==> config.mk <==
export PLATFORM = sky130hd
export DESIGN_NAME = ovi_issue_arbiter_flat
export DESIGN_NICKNAME = d
export VERILOG_FILES = /design/src/rtl/ovi_issue_arbiter_if.sv /design/src/rtl/ovi_issue_arbiter.sv /design/src/flat_wrapper.sv
export SDC_FILE = /design/constraint.sdc
export NUM_CORES = 1
export LEC_CHECK = 0
export CORE_MARGIN = 5
export CORE_UTILIZATION = 43
export DETAILED_ROUTE_END_ITERATION = 12
export GPL_TIMING_DRIVEN = 0
export PLACE_DENSITY = 0.89
export RECOVER_POWER = 50
export SLEW_MARGIN = 20
export SYNTH_ARGS = -nofsm -noshare
export SYNTH_HDL_FRONTEND = slang
export SYNTH_SLANG_ARGS = --single-unit
==> constraint.sdc <==
create_clock -name CLK -period 5.7 [get_ports CLK]
set_input_delay 1.71 -clock CLK [delete_from_list [all_inputs] [get_ports CLK]]
set_output_delay 1.71 -clock CLK [all_outputs]
set_load 0.01 [all_outputs]
==> src/rtl/ovi_issue_arbiter_if.sv <==
`default_nettype none
// ============================================================================
//  Module   : ovi_issue_arbiter_if
//  Purpose  : Bundles the requester side, the vector-unit issue/completion
//             side and the halt/status signals of the OVI issue arbiter.
//  Modports : master - requesters / vector-unit model (drives requests,
//                      halt and completions, observes grants and issues)
//             slave  - the arbiter itself
//  Signals  : REQ_VALID/INSTR/VL/SEW (per requester slice), REQ_READY,
//             REQ_DONE, HALT_REQ, HALTED, ISSUE_VALID/INSTR/VL/SEW,
//             COMPL_VALID, OUTSTANDING, ERR
//  Revision : 1.0 - initial release
// ============================================================================
interface ovi_issue_arbiter_if #(
    parameter int NREQ    = 2,
    parameter int MAX_OUT = 4,
    parameter int INSTR_W = 32,
    parameter int VL_W    = 14,
    parameter int SEW_W   = 3
);
    logic [NREQ-1:0]               REQ_VALID;
    logic [NREQ*INSTR_W-1:0]       REQ_INSTR;
    logic [NREQ*VL_W-1:0]          REQ_VL;
    logic [NREQ*SEW_W-1:0]         REQ_SEW;
    logic [NREQ-1:0]               REQ_READY;
    logic [NREQ-1:0]               REQ_DONE;
    logic                          HALT_REQ;
    logic                          HALTED;
    logic                          ISSUE_VALID;
    logic [INSTR_W-1:0]            ISSUE_INSTR;
    logic [VL_W-1:0]               ISSUE_VL;
    logic [SEW_W-1:0]              ISSUE_SEW;
    logic                          COMPL_VALID;
    logic [$clog2(MAX_OUT):0]      OUTSTANDING;
    logic                          ERR;

    modport master (
        output REQ_VALID, REQ_INSTR, REQ_VL, REQ_SEW, HALT_REQ, COMPL_VALID,
        input  REQ_READY, REQ_DONE, HALTED, ISSUE_VALID, ISSUE_INSTR,
               ISSUE_VL, ISSUE_SEW, OUTSTANDING, ERR
    );

    modport slave (
        input  REQ_VALID, REQ_INSTR, REQ_VL, REQ_SEW, HALT_REQ, COMPL_VALID,
        output REQ_READY, REQ_DONE, HALTED, ISSUE_VALID, ISSUE_INSTR,
               ISSUE_VL, ISSUE_SEW, OUTSTANDING, ERR
    );
endinterface
`default_nettype wire

==> src/rtl/ovi_issue_arbiter.sv <==
`default_nettype none
// ============================================================================
//  Module   : ovi_issue_arbiter
//  Purpose  : Shares the single OVI vector issue port between NREQ sources.
//             Round-robin grant, in-flight cap of MAX_OUT, per-instruction
//             issuer tracking so each in-order completion is routed back to
//             its requester, and a halt/drain sequence.
//  Ports    : CLK  - clock, rising edge
//             RST  - asynchronous reset, active-high
//             bus  - ovi_issue_arbiter_if.slave (requests, grants, done
//                    pulses, issue fields, completions, halt, count, error)
//  Revision : 1.0 - initial release
// ============================================================================
module ovi_issue_arbiter #(
    parameter int NREQ    = 2,
    parameter int MAX_OUT = 4,
    parameter int INSTR_W = 32,
    parameter int VL_W    = 14,
    parameter int SEW_W   = 3
) (
    input  wire logic           CLK,
    input  wire logic           RST,
    ovi_issue_arbiter_if.slave  bus
);
    localparam int c_IDX_W = $clog2(NREQ);
    localparam int c_PTR_W = $clog2(MAX_OUT);
    localparam int c_CNT_W = c_PTR_W + 1;
    localparam logic [NREQ-1:0] c_ONE_HOT0 = NREQ'(1);

    typedef enum logic [1:0] {
        ST_RUN    = 2'd0,
        ST_DRAIN  = 2'd1,
        ST_HALTED = 2'd2
    } state_t;

    state_t                r_state;
    state_t                w_state_nxt;

    logic [c_IDX_W-1:0]    r_rr;
    logic [c_CNT_W-1:0]    r_count;
    logic [c_IDX_W-1:0]    r_fifo [MAX_OUT];
    logic [c_PTR_W-1:0]    r_wr_ptr;
    logic [c_PTR_W-1:0]    r_rd_ptr;
    logic [NREQ-1:0]       r_done;
    logic                  r_err;
    logic                  r_issue_valid;
    logic [INSTR_W-1:0]    r_issue_instr;
    logic [VL_W-1:0]       r_issue_vl;
    logic [SEW_W-1:0]      r_issue_sew;

    logic                  w_credit;
    logic                  w_gnt_any;
    logic [c_IDX_W-1:0]    w_gnt_idx;
    logic [c_IDX_W-1:0]    w_cand;
    logic [NREQ-1:0]       w_ready;
    logic                  w_push;
    logic                  w_pop;

    // Count is charged at transfer, so it always equals the ID FIFO occupancy.
    assign w_credit = (r_count < c_CNT_W'(MAX_OUT));
    assign w_push   = w_gnt_any;
    // A completion with nothing in flight is ignored here and flagged as ERR.
    assign w_pop    = bus.COMPL_VALID && (r_count != '0);

    // ------------------------------------------------------------------------
    // State register
    // ------------------------------------------------------------------------
    always_ff @(posedge CLK or posedge RST) begin
        if (RST) begin
            r_state <= ST_RUN;
        end else begin
            r_state <= w_state_nxt;
        end
    end

    // ------------------------------------------------------------------------
    // Next state and round-robin grant
    // ------------------------------------------------------------------------
    always_comb begin
        w_state_nxt = r_state;
        w_gnt_any   = 1'b0;
        w_gnt_idx   = '0;
        w_cand      = '0;
        w_ready     = '0;

        case (r_state)
            ST_RUN:    if (bus.HALT_REQ) w_state_nxt = ST_DRAIN;
            // Nothing charged and no issue still on the bus: drain complete.
            ST_DRAIN:  if ((r_count == '0) && !r_issue_valid) w_state_nxt = ST_HALTED;
            ST_HALTED: if (!bus.HALT_REQ) w_state_nxt = ST_RUN;
            default:   w_state_nxt = ST_RUN;
        endcase

        // HALT_REQ wins over a grant in the same cycle. RST also masks the
        // combinational READY so every output reads 0 while reset is held.
        if ((r_state == ST_RUN) && !bus.HALT_REQ && !RST && w_credit) begin
            // Search starts one past the last winner, wrapping modulo NREQ.
            for (int k = 1; k <= NREQ; k++) begin
                w_cand = c_IDX_W'((int'(r_rr) + k) % NREQ);
                if (!w_gnt_any && bus.REQ_VALID[w_cand]) begin
                    w_gnt_any = 1'b1;
                    w_gnt_idx = w_cand;
                end
            end
        end

        if (w_gnt_any) begin
            w_ready[w_gnt_idx] = 1'b1;
        end
    end

    // ------------------------------------------------------------------------
    // Issue register, credit counter, issuer FIFO, completion routing
    // ------------------------------------------------------------------------
    always_ff @(posedge CLK or posedge RST) begin
        if (RST) begin
            r_rr          <= c_IDX_W'(NREQ - 1);
            r_count       <= '0;
            r_wr_ptr      <= '0;
            r_rd_ptr      <= '0;
            r_done        <= '0;
            r_err         <= 1'b0;
            r_issue_valid <= 1'b0;
            r_issue_instr <= '0;
            r_issue_vl    <= '0;
            r_issue_sew   <= '0;
            for (int i = 0; i < MAX_OUT; i++) begin
                r_fifo[i] <= '0;
            end
        end else begin
            r_issue_valid <= w_push;
            if (w_push) begin
                r_rr                <= w_gnt_idx;
                r_issue_instr       <= bus.REQ_INSTR[w_gnt_idx*INSTR_W +: INSTR_W];
                r_issue_vl          <= bus.REQ_VL[w_gnt_idx*VL_W +: VL_W];
                r_issue_sew         <= bus.REQ_SEW[w_gnt_idx*SEW_W +: SEW_W];
                r_fifo[r_wr_ptr]    <= w_gnt_idx;
                r_wr_ptr            <= r_wr_ptr + 1'b1;
            end

            if (w_pop) begin
                r_rd_ptr <= r_rd_ptr + 1'b1;
                r_done   <= c_ONE_HOT0 << r_fifo[r_rd_ptr];
            end else begin
                r_done   <= '0;
            end

            if (w_push && !w_pop) begin
                r_count <= r_count + 1'b1;
            end else if (!w_push && w_pop) begin
                r_count <= r_count - 1'b1;
            end

            if (bus.COMPL_VALID && (r_count == '0)) begin
                r_err <= 1'b1;
            end
        end
    end

    assign bus.REQ_READY   = w_ready;
    assign bus.REQ_DONE    = r_done;
    assign bus.HALTED      = (r_state == ST_HALTED);
    assign bus.ISSUE_VALID = r_issue_valid;
    assign bus.ISSUE_INSTR = r_issue_instr;
    assign bus.ISSUE_VL    = r_issue_vl;
    assign bus.ISSUE_SEW   = r_issue_sew;
    assign bus.OUTSTANDING = r_count;
    assign bus.ERR         = r_err;

endmodule
`default_nettype wire
==> src/flat_wrapper.sv <==
// flat-port wrapper written by rule: the top's interface ports become plain ports
module ovi_issue_arbiter_flat 
#(
    parameter int NREQ    = 2,
    parameter int MAX_OUT = 4,
    parameter int INSTR_W = 32,
    parameter int VL_W    = 14,
    parameter int SEW_W   = 3
)
  (CLK, RST, bus_REQ_VALID, bus_REQ_INSTR, bus_REQ_VL, bus_REQ_SEW, bus_HALT_REQ, bus_COMPL_VALID, bus_REQ_READY, bus_REQ_DONE, bus_HALTED, bus_ISSUE_VALID, bus_ISSUE_INSTR, bus_ISSUE_VL, bus_ISSUE_SEW, bus_OUTSTANDING, bus_ERR);
  ovi_issue_arbiter_if #(.NREQ(NREQ), .MAX_OUT(MAX_OUT), .INSTR_W(INSTR_W), .VL_W(VL_W), .SEW_W(SEW_W)) bus_i ();
  input  wire logic CLK;
  input  wire logic RST;
  input wire logic [$bits(bus_i.REQ_VALID)-1:0] bus_REQ_VALID;
  input wire logic [$bits(bus_i.REQ_INSTR)-1:0] bus_REQ_INSTR;
  input wire logic [$bits(bus_i.REQ_VL)-1:0] bus_REQ_VL;
  input wire logic [$bits(bus_i.REQ_SEW)-1:0] bus_REQ_SEW;
  input wire logic [$bits(bus_i.HALT_REQ)-1:0] bus_HALT_REQ;
  input wire logic [$bits(bus_i.COMPL_VALID)-1:0] bus_COMPL_VALID;
  output wire logic [$bits(bus_i.REQ_READY)-1:0] bus_REQ_READY;
  output wire logic [$bits(bus_i.REQ_DONE)-1:0] bus_REQ_DONE;
  output wire logic [$bits(bus_i.HALTED)-1:0] bus_HALTED;
  output wire logic [$bits(bus_i.ISSUE_VALID)-1:0] bus_ISSUE_VALID;
  output wire logic [$bits(bus_i.ISSUE_INSTR)-1:0] bus_ISSUE_INSTR;
  output wire logic [$bits(bus_i.ISSUE_VL)-1:0] bus_ISSUE_VL;
  output wire logic [$bits(bus_i.ISSUE_SEW)-1:0] bus_ISSUE_SEW;
  output wire logic [$bits(bus_i.OUTSTANDING)-1:0] bus_OUTSTANDING;
  output wire logic [$bits(bus_i.ERR)-1:0] bus_ERR;
  assign bus_i.REQ_VALID = bus_REQ_VALID;
  assign bus_i.REQ_INSTR = bus_REQ_INSTR;
  assign bus_i.REQ_VL = bus_REQ_VL;
  assign bus_i.REQ_SEW = bus_REQ_SEW;
  assign bus_i.HALT_REQ = bus_HALT_REQ;
  assign bus_i.COMPL_VALID = bus_COMPL_VALID;
  assign bus_REQ_READY = bus_i.REQ_READY;
  assign bus_REQ_DONE = bus_i.REQ_DONE;
  assign bus_HALTED = bus_i.HALTED;
  assign bus_ISSUE_VALID = bus_i.ISSUE_VALID;
  assign bus_ISSUE_INSTR = bus_i.ISSUE_INSTR;
  assign bus_ISSUE_VL = bus_i.ISSUE_VL;
  assign bus_ISSUE_SEW = bus_i.ISSUE_SEW;
  assign bus_OUTSTANDING = bus_i.OUTSTANDING;
  assign bus_ERR = bus_i.ERR;
  ovi_issue_arbiter #(.NREQ(NREQ), .MAX_OUT(MAX_OUT), .INSTR_W(INSTR_W), .VL_W(VL_W), .SEW_W(SEW_W)) u_core (.CLK(CLK), .RST(RST), .bus(bus_i));
endmodule
Word level (Yosys, flattened, before mapping)
Cells that the tools add are included.

cells by class
  add/subtract/negate cells = 6
  $mul = 2
  divide/modulo/power cells = 0
  magnitude comparators = 8
  equal/unequal tests = 5
  shift operators = 4
  mux-type cells = 27
  bitwise gates (word level) = 2
  reductions and logical operators = 22

operators with widths
  kind                                                                          count
  64-bit by 7-bit indexed part select with 32-bit output                        1
  28-bit by 6-bit indexed part select with 14-bit output                        1
  1-bit two-way mux                                                             15
  1-bit logical AND                                                             11
  2-bit two-way mux                                                             5
  3-bit >= comparator, second input constant                                    2
  1-bit zero test                                                               6
  1-bit by 2-bit less-than comparator with 1-bit output, second input constant  3
  3-bit two-way mux                                                             2
  2-bit NOT with 3-bit output                                                   2
  2-bit case mux with 3 select lines                                            1
  6-bit by 4-bit indexed part select with 3-bit output                          1
  2-bit by 1-bit adder with 2-bit output, second input constant                 2
  4-bit bitwise mux                                                             1
  1-bit by 3-bit multiplier with 4-bit output, second input constant            1
  2-bit != test, second input constant                                          2
  3-bit by 1-bit adder with 3-bit output, second input constant                 1
  3-bit zero test                                                               1
  3-bit by 1-bit less-than comparator with 1-bit output, second input constant  1
  3-bit less-than comparator, second input constant                             1
  1-bit by 2-bit multiplier with 3-bit output, second input constant            1
  3-bit AND reduction                                                           1
  3-bit nonzero test                                                            1
  3-bit by 1-bit subtractor with 3-bit output, second input constant            1
  other kinds (11)                                                              12

word-level totals
  register bits after elaboration = 67
  latch bits = 0
  bits in writable memories = 0
  ROM bits = 0
  input port bits = 104
  output and inout bits = 59
  logic and storage cells = 91
  memories = 0

Longest topological paths before layout
  depth in word-level cells = 14
  depth in mapped cells = 11
  depth with buffers taken out = 9

Worst setup path before layout
Ideal clock, no wire load.

  path type = input port to output port
  start point = in bus_REQ_VALID[0]
  end point = out bus_REQ_READY[1]
  arrival time = 2649 ps
  data required time = 3990 ps
  path slack = 1341 ps
  stages on the path = 4
  path buffers = 2
  path through = clkbuf_1 > a21boi_2 > clkbuf_1 > and3_1

on the way
  cells in the longest elaborated chain, start to end = 13
  elaborated cells on any way between the ends = 19
  those cells by class = order compare (2); mux (14); reduce/logical (3)

RTL lines
  what                                                                                                                line                      source
  start, declared                                                                                                     flat_wrapper.sv:14        input wire logic [$bits(bus_i.REQ_VALID)-1:0] bus_REQ_VALID;
  1-bit two-way mux (implied by the code) (2 in series)                                                               ovi_issue_arbiter.sv:100  if (!w_gnt_any && bus.REQ_VALID[w_cand]) begin
  1-bit two-way mux                                                                                                   ovi_issue_arbiter.sv:100
  1-bit two-way mux                                                                                                   ovi_issue_arbiter.sv:96   if ((r_state == ST_RUN) && !bus.HALT_REQ && !RST && w_credit) begin
  1-bit zero test                                                                                                     ovi_issue_arbiter.sv:100
  1-bit logical AND                                                                                                   ovi_issue_arbiter.sv:100
  1-bit two-way mux                                                                                                   ovi_issue_arbiter.sv:100
  1-bit two-way mux                                                                                                   ovi_issue_arbiter.sv:96
  1-bit by 2-bit less-than comparator with 1-bit output (implied by the code) or 1-bit >= comparator (tied branches)  ovi_issue_arbiter.sv:108  w_ready[w_gnt_idx] = 1'b1;
  1-bit logical AND (implied by the code)                                                                             ovi_issue_arbiter.sv:108
  1-bit two-way mux (implied by the code)                                                                             ovi_issue_arbiter.sv:108
  1-bit demux with 1-bit select                                                                                       --
  2-bit two-way mux *                                                                                                 ovi_issue_arbiter.sv:107  if (w_gnt_any) begin
  end, declared                                                                                                       flat_wrapper.sv:20        output wire logic [$bits(bus_i.REQ_READY)-1:0] bus_REQ_READY;

Every way passes the cells marked *; elsewhere a longest branch is shown, timed or not. The select of a mux whose other input is x is not followed.

Worst setup path after layout
  start point = in bus_HALT_REQ
  end point = out bus_REQ_READY[0]

on the way
  cells in the longest elaborated chain, start to end = 10
  elaborated cells on any way between the ends = 12
  those cells by class = order compare (2); mux (5); reduce/logical (5)

RTL lines
  what                                                                                                                line                      source
  start, declared                                                                                                     flat_wrapper.sv:18        input wire logic [$bits(bus_i.HALT_REQ)-1:0] bus_HALT_REQ;
  1-bit zero test *                                                                                                   --
  1-bit logical AND * (3 in series)                                                                                   ovi_issue_arbiter.sv:96
  1-bit two-way mux                                                                                                   ovi_issue_arbiter.sv:96
  1-bit by 2-bit less-than comparator with 1-bit output (implied by the code) or 1-bit >= comparator (tied branches)  ovi_issue_arbiter.sv:108
  1-bit logical AND (implied by the code)                                                                             ovi_issue_arbiter.sv:108
  1-bit two-way mux (implied by the code)                                                                             ovi_issue_arbiter.sv:108
  1-bit demux with 1-bit select                                                                                       --
  2-bit two-way mux *                                                                                                 ovi_issue_arbiter.sv:107

Every way passes the cells marked *; elsewhere a longest branch is shown, timed or not.

==> metrics.txt <==
maximum vdd ir drop 0.259 mV; #FFs+latches synth 67; Die Area 9160 µm²; final slew viol count 40; routability cong. 0.797; CP endpoint kind output pin; PortBufs 161; peak fanout along the critical path 8; fmax 181 MHz; Core Box Area 7210 µm²; DR vias/cell 5.64; Finished Cell Area 5080 µm²; Synth Instances 247; Most Crowded Layer GR met2; Synth Warn # 0; post-placement cell area 4920 µm²; Async S/R FF share, synth 100%; initial antenna violation count 0; number of synthesized flops with an enable pin 0; Antenna diodes 0; final setup violation count 0; count of unique library cells instantiated by Yosys 32; clk_skew 0.00617 ns; Die W 95.7 µm; Global Route Usage Sum 21.7%; launching element type of the critical path primary input; Worst Path Required 3.99 ns; sequential share of the synthesized area 53.1%; share of the synthesized area in the top cell type 52.3%; CTS H-tree lvls 3; pwr/cell area 415 nW/µm²; synthesis-to-finish area growth 60.8%; total CTS buffers 9; min cycle time layout 5.52 ns; max cap viols 1; synthesized area 3160 µm²; register area 1680 µm²; placed cell count 508; worst slew pin tran 2.06 ns; detailed-route DRC error count 0; I/O pin cnt 163; met3 Usage GRT 5.47%; clk buf depth 2; Detail Route Antenna Nets 0; clk sink count 67; average routed wire per standard cell 18.9 µm; 1st-iter DRT viols 90; syn_area_per_cell 12.8 µm²; clock root buffer master clkbuf_8; Global Route met2 Usage 38.6%; num rows 31; setup_tns 0 ns; grt met1 use 25.3%; final hold vios 0; Worst-Skew Late Latency 0.32 ns; Min-Delay Path Class reg -> reg; Main synth FF type dfrtp_1; grt ovf 0; pin count of the biggest net entering global routing 40; failing checks max-capacitance violations, max-slew violations; multi-input logic area 1330 µm²; final non-filler cell total 524; post-detail-place hpwl 7660 µm; die height 95.7 µm; drt pass-1 iters 4; Final nets 530; Crit path arrival time 3.81 ns; final wirelength 9880 µm; fillers 556; clk slew on worst S/H paths 0.07 ns; TritonCTS clock tree built; vias in the first global route 3178; Mapped Nets 357; most area-consuming cells after synthesis dfrtp_1 52%, a32o_1 16%, a22o_1 14%, clkbuf_1 2.1%, ha_1 2.0%; kind of critical path in -> out; area leader, netlist dfrtp_1; period utilization 96.8%; RSZ-0062 raised after global routing no; leakage 2.13 nW; global-route wire length before repair 15400 µm; worst rel slew slack -37.5%; outcome complete, but fails checks; share of layout cells above drive strength 1 7.76%; initial core utilization 43.8%; vias 2954
-- cell families (layout without fill, tap and decap cells) --
| logic type | Yosys count | count (layout) | share of synthesized area, % |
|---|---|---|---|
| AOI/OAI and AO/OA | 105 | 105 | 30.9 |
| DFF | 67 | 67 | 53.1 |
| buffers and inverters | 36 | 214 | 5.11 |
| and+or+nand+nor | 20 | 20 | 3.76 |
| muxes | 7 | 7 | 2.85 |
| adders and majority gates | 6 | 6 | 2.61 |
| xor gates and xnor gates | 6 | 6 | 1.66 |
-- critical path: stages --
cell	delay, ns
dlygate4sd3_1	0.60
nor4_4	0.43
and2_1	0.18
buf_2	0.16
and3_1	0.16
clkdlybuf4s50_1	0.55
-- flip-flops by register name (all words and copies together) (netlist names) --
name,cells
u_core.r_rr,1
u_core.bus.ERR,1
u_core.r_fifo,4
u_core.bus.REQ_DONE,2
u_core.bus.ISSUE_INSTR,32
u_core.r_rd_ptr,2
u_core.bus.ISSUE_VALID,1
u_core.bus.OUTSTANDING,3
u_core.r_state,2
u_core.bus.ISSUE_SEW,3
u_core.r_wr_ptr,2
u_core.bus.ISSUE_VL,14
-- report_power, final --
group | internal (mW) | switching [mW]
clock | 0.181 | 0.163
sequential | 0.679 | 0.134
combinational | 0.562 | 0.390
total | 1.42 | 0.686
-- cell type report --
type	instances	area share [%]
Clock inverter	2	0.197
Tap cell	99	2.44
Sequential cell	67	33.0
Multi-Input combinational cell	144	26.2
Clock buffer	14	3.20
Buffer	29	2.66
Timing Repair Buffer	162	31.8
Inverter	7	0.542
-- layout by cell type, fill, tap and decap left out, types with 3 or more instances in the layout --
| cell type | count |
|---|---|
| clkdlybuf4s50_1 | 136 |
| dfrtp_1 | 66 |
| a32o_1 | 49 |
| a22o_1 | 49 |
| dlygate4sd3_1 | 25 |
| clkbuf_1 | 22 |
| clkbuf_8 | 11 |
| buf_2 | 6 |
| inv_1 | 5 |
| buf_4 | 5 |
| nand3_1 | 5 |
| mux2_1 | 5 |
| ha_1 | 5 |
| nor2_1 | 4 |
| xnor2_1 | 4 |
| and3_1 | 3 |
-- cell usage after synthesis (2+ instances only) --
master	instances
a31oi_1	2
nand2_1	2
buf_2	6
a32o_1	49
dfrtp_1	66
xnor2_1	4
mux2_1	5
clkbuf_1	18
buf_4	5
xor2_1	2
a22o_1	49
inv_1	6
nor2_1	4
and3_1	3
nand3_1	5
ha_1	5
-- repair_timing --
action                                  CTS  global route
hold buffers                              0             0
gates resized for setup                   0             1
buffers inserted                          0             0
endpoints found under the setup margin    0             1
-- per-stage QoR --
stage	setup slack, ns	utilization, %	hold WS (ns)	power, mW
after floorplan	1.34	-	0.453	1.27
after global placement	0.0975	67.9	0.459	1.76
after detailed placement	0.0861	68.2	0.463	1.80
after CTS	0.0772	70.6	0.482	2.16
after global routing	0.0635	70.4	0.510	2.24
final	0.184	70.4	0.473	2.11
-- final timing paths --
| check | slack (ns) | end | cells past startpoint | startpoint |
|---|---|---|---|---|
| min in group asynchronous | 2.18 | u_core.bus.ISSUE_VL[3] | 2 | RST |
| setup / recovery | 0.18 | bus_REQ_READY[0] | 6 | bus_HALT_REQ |
| max in group asynchronous | 1.08 | u_core.bus.ISSUE_INSTR[31] | 3 | RST |
| setup reg to reg | 3.12 | u_core.bus.OUTSTANDING[2] | 10 | u_core.bus.OUTSTANDING[2] |
| hold / removal | 0.47 | u_core.bus.ERR | 1 | u_core.bus.ERR |
| hold reg to reg | 0.47 | u_core.bus.ERR | 1 | u_core.bus.ERR |
-- routing by layer --
metal | wire [µm] | up-vias
met2 | 5230 | 123
met4 | 169 | 0
met3 | 721 | 17
met5 | 0 | -
li1 | - | 1343
met1 | 3760 | 1471
Power figures use the tool's default switching activity.
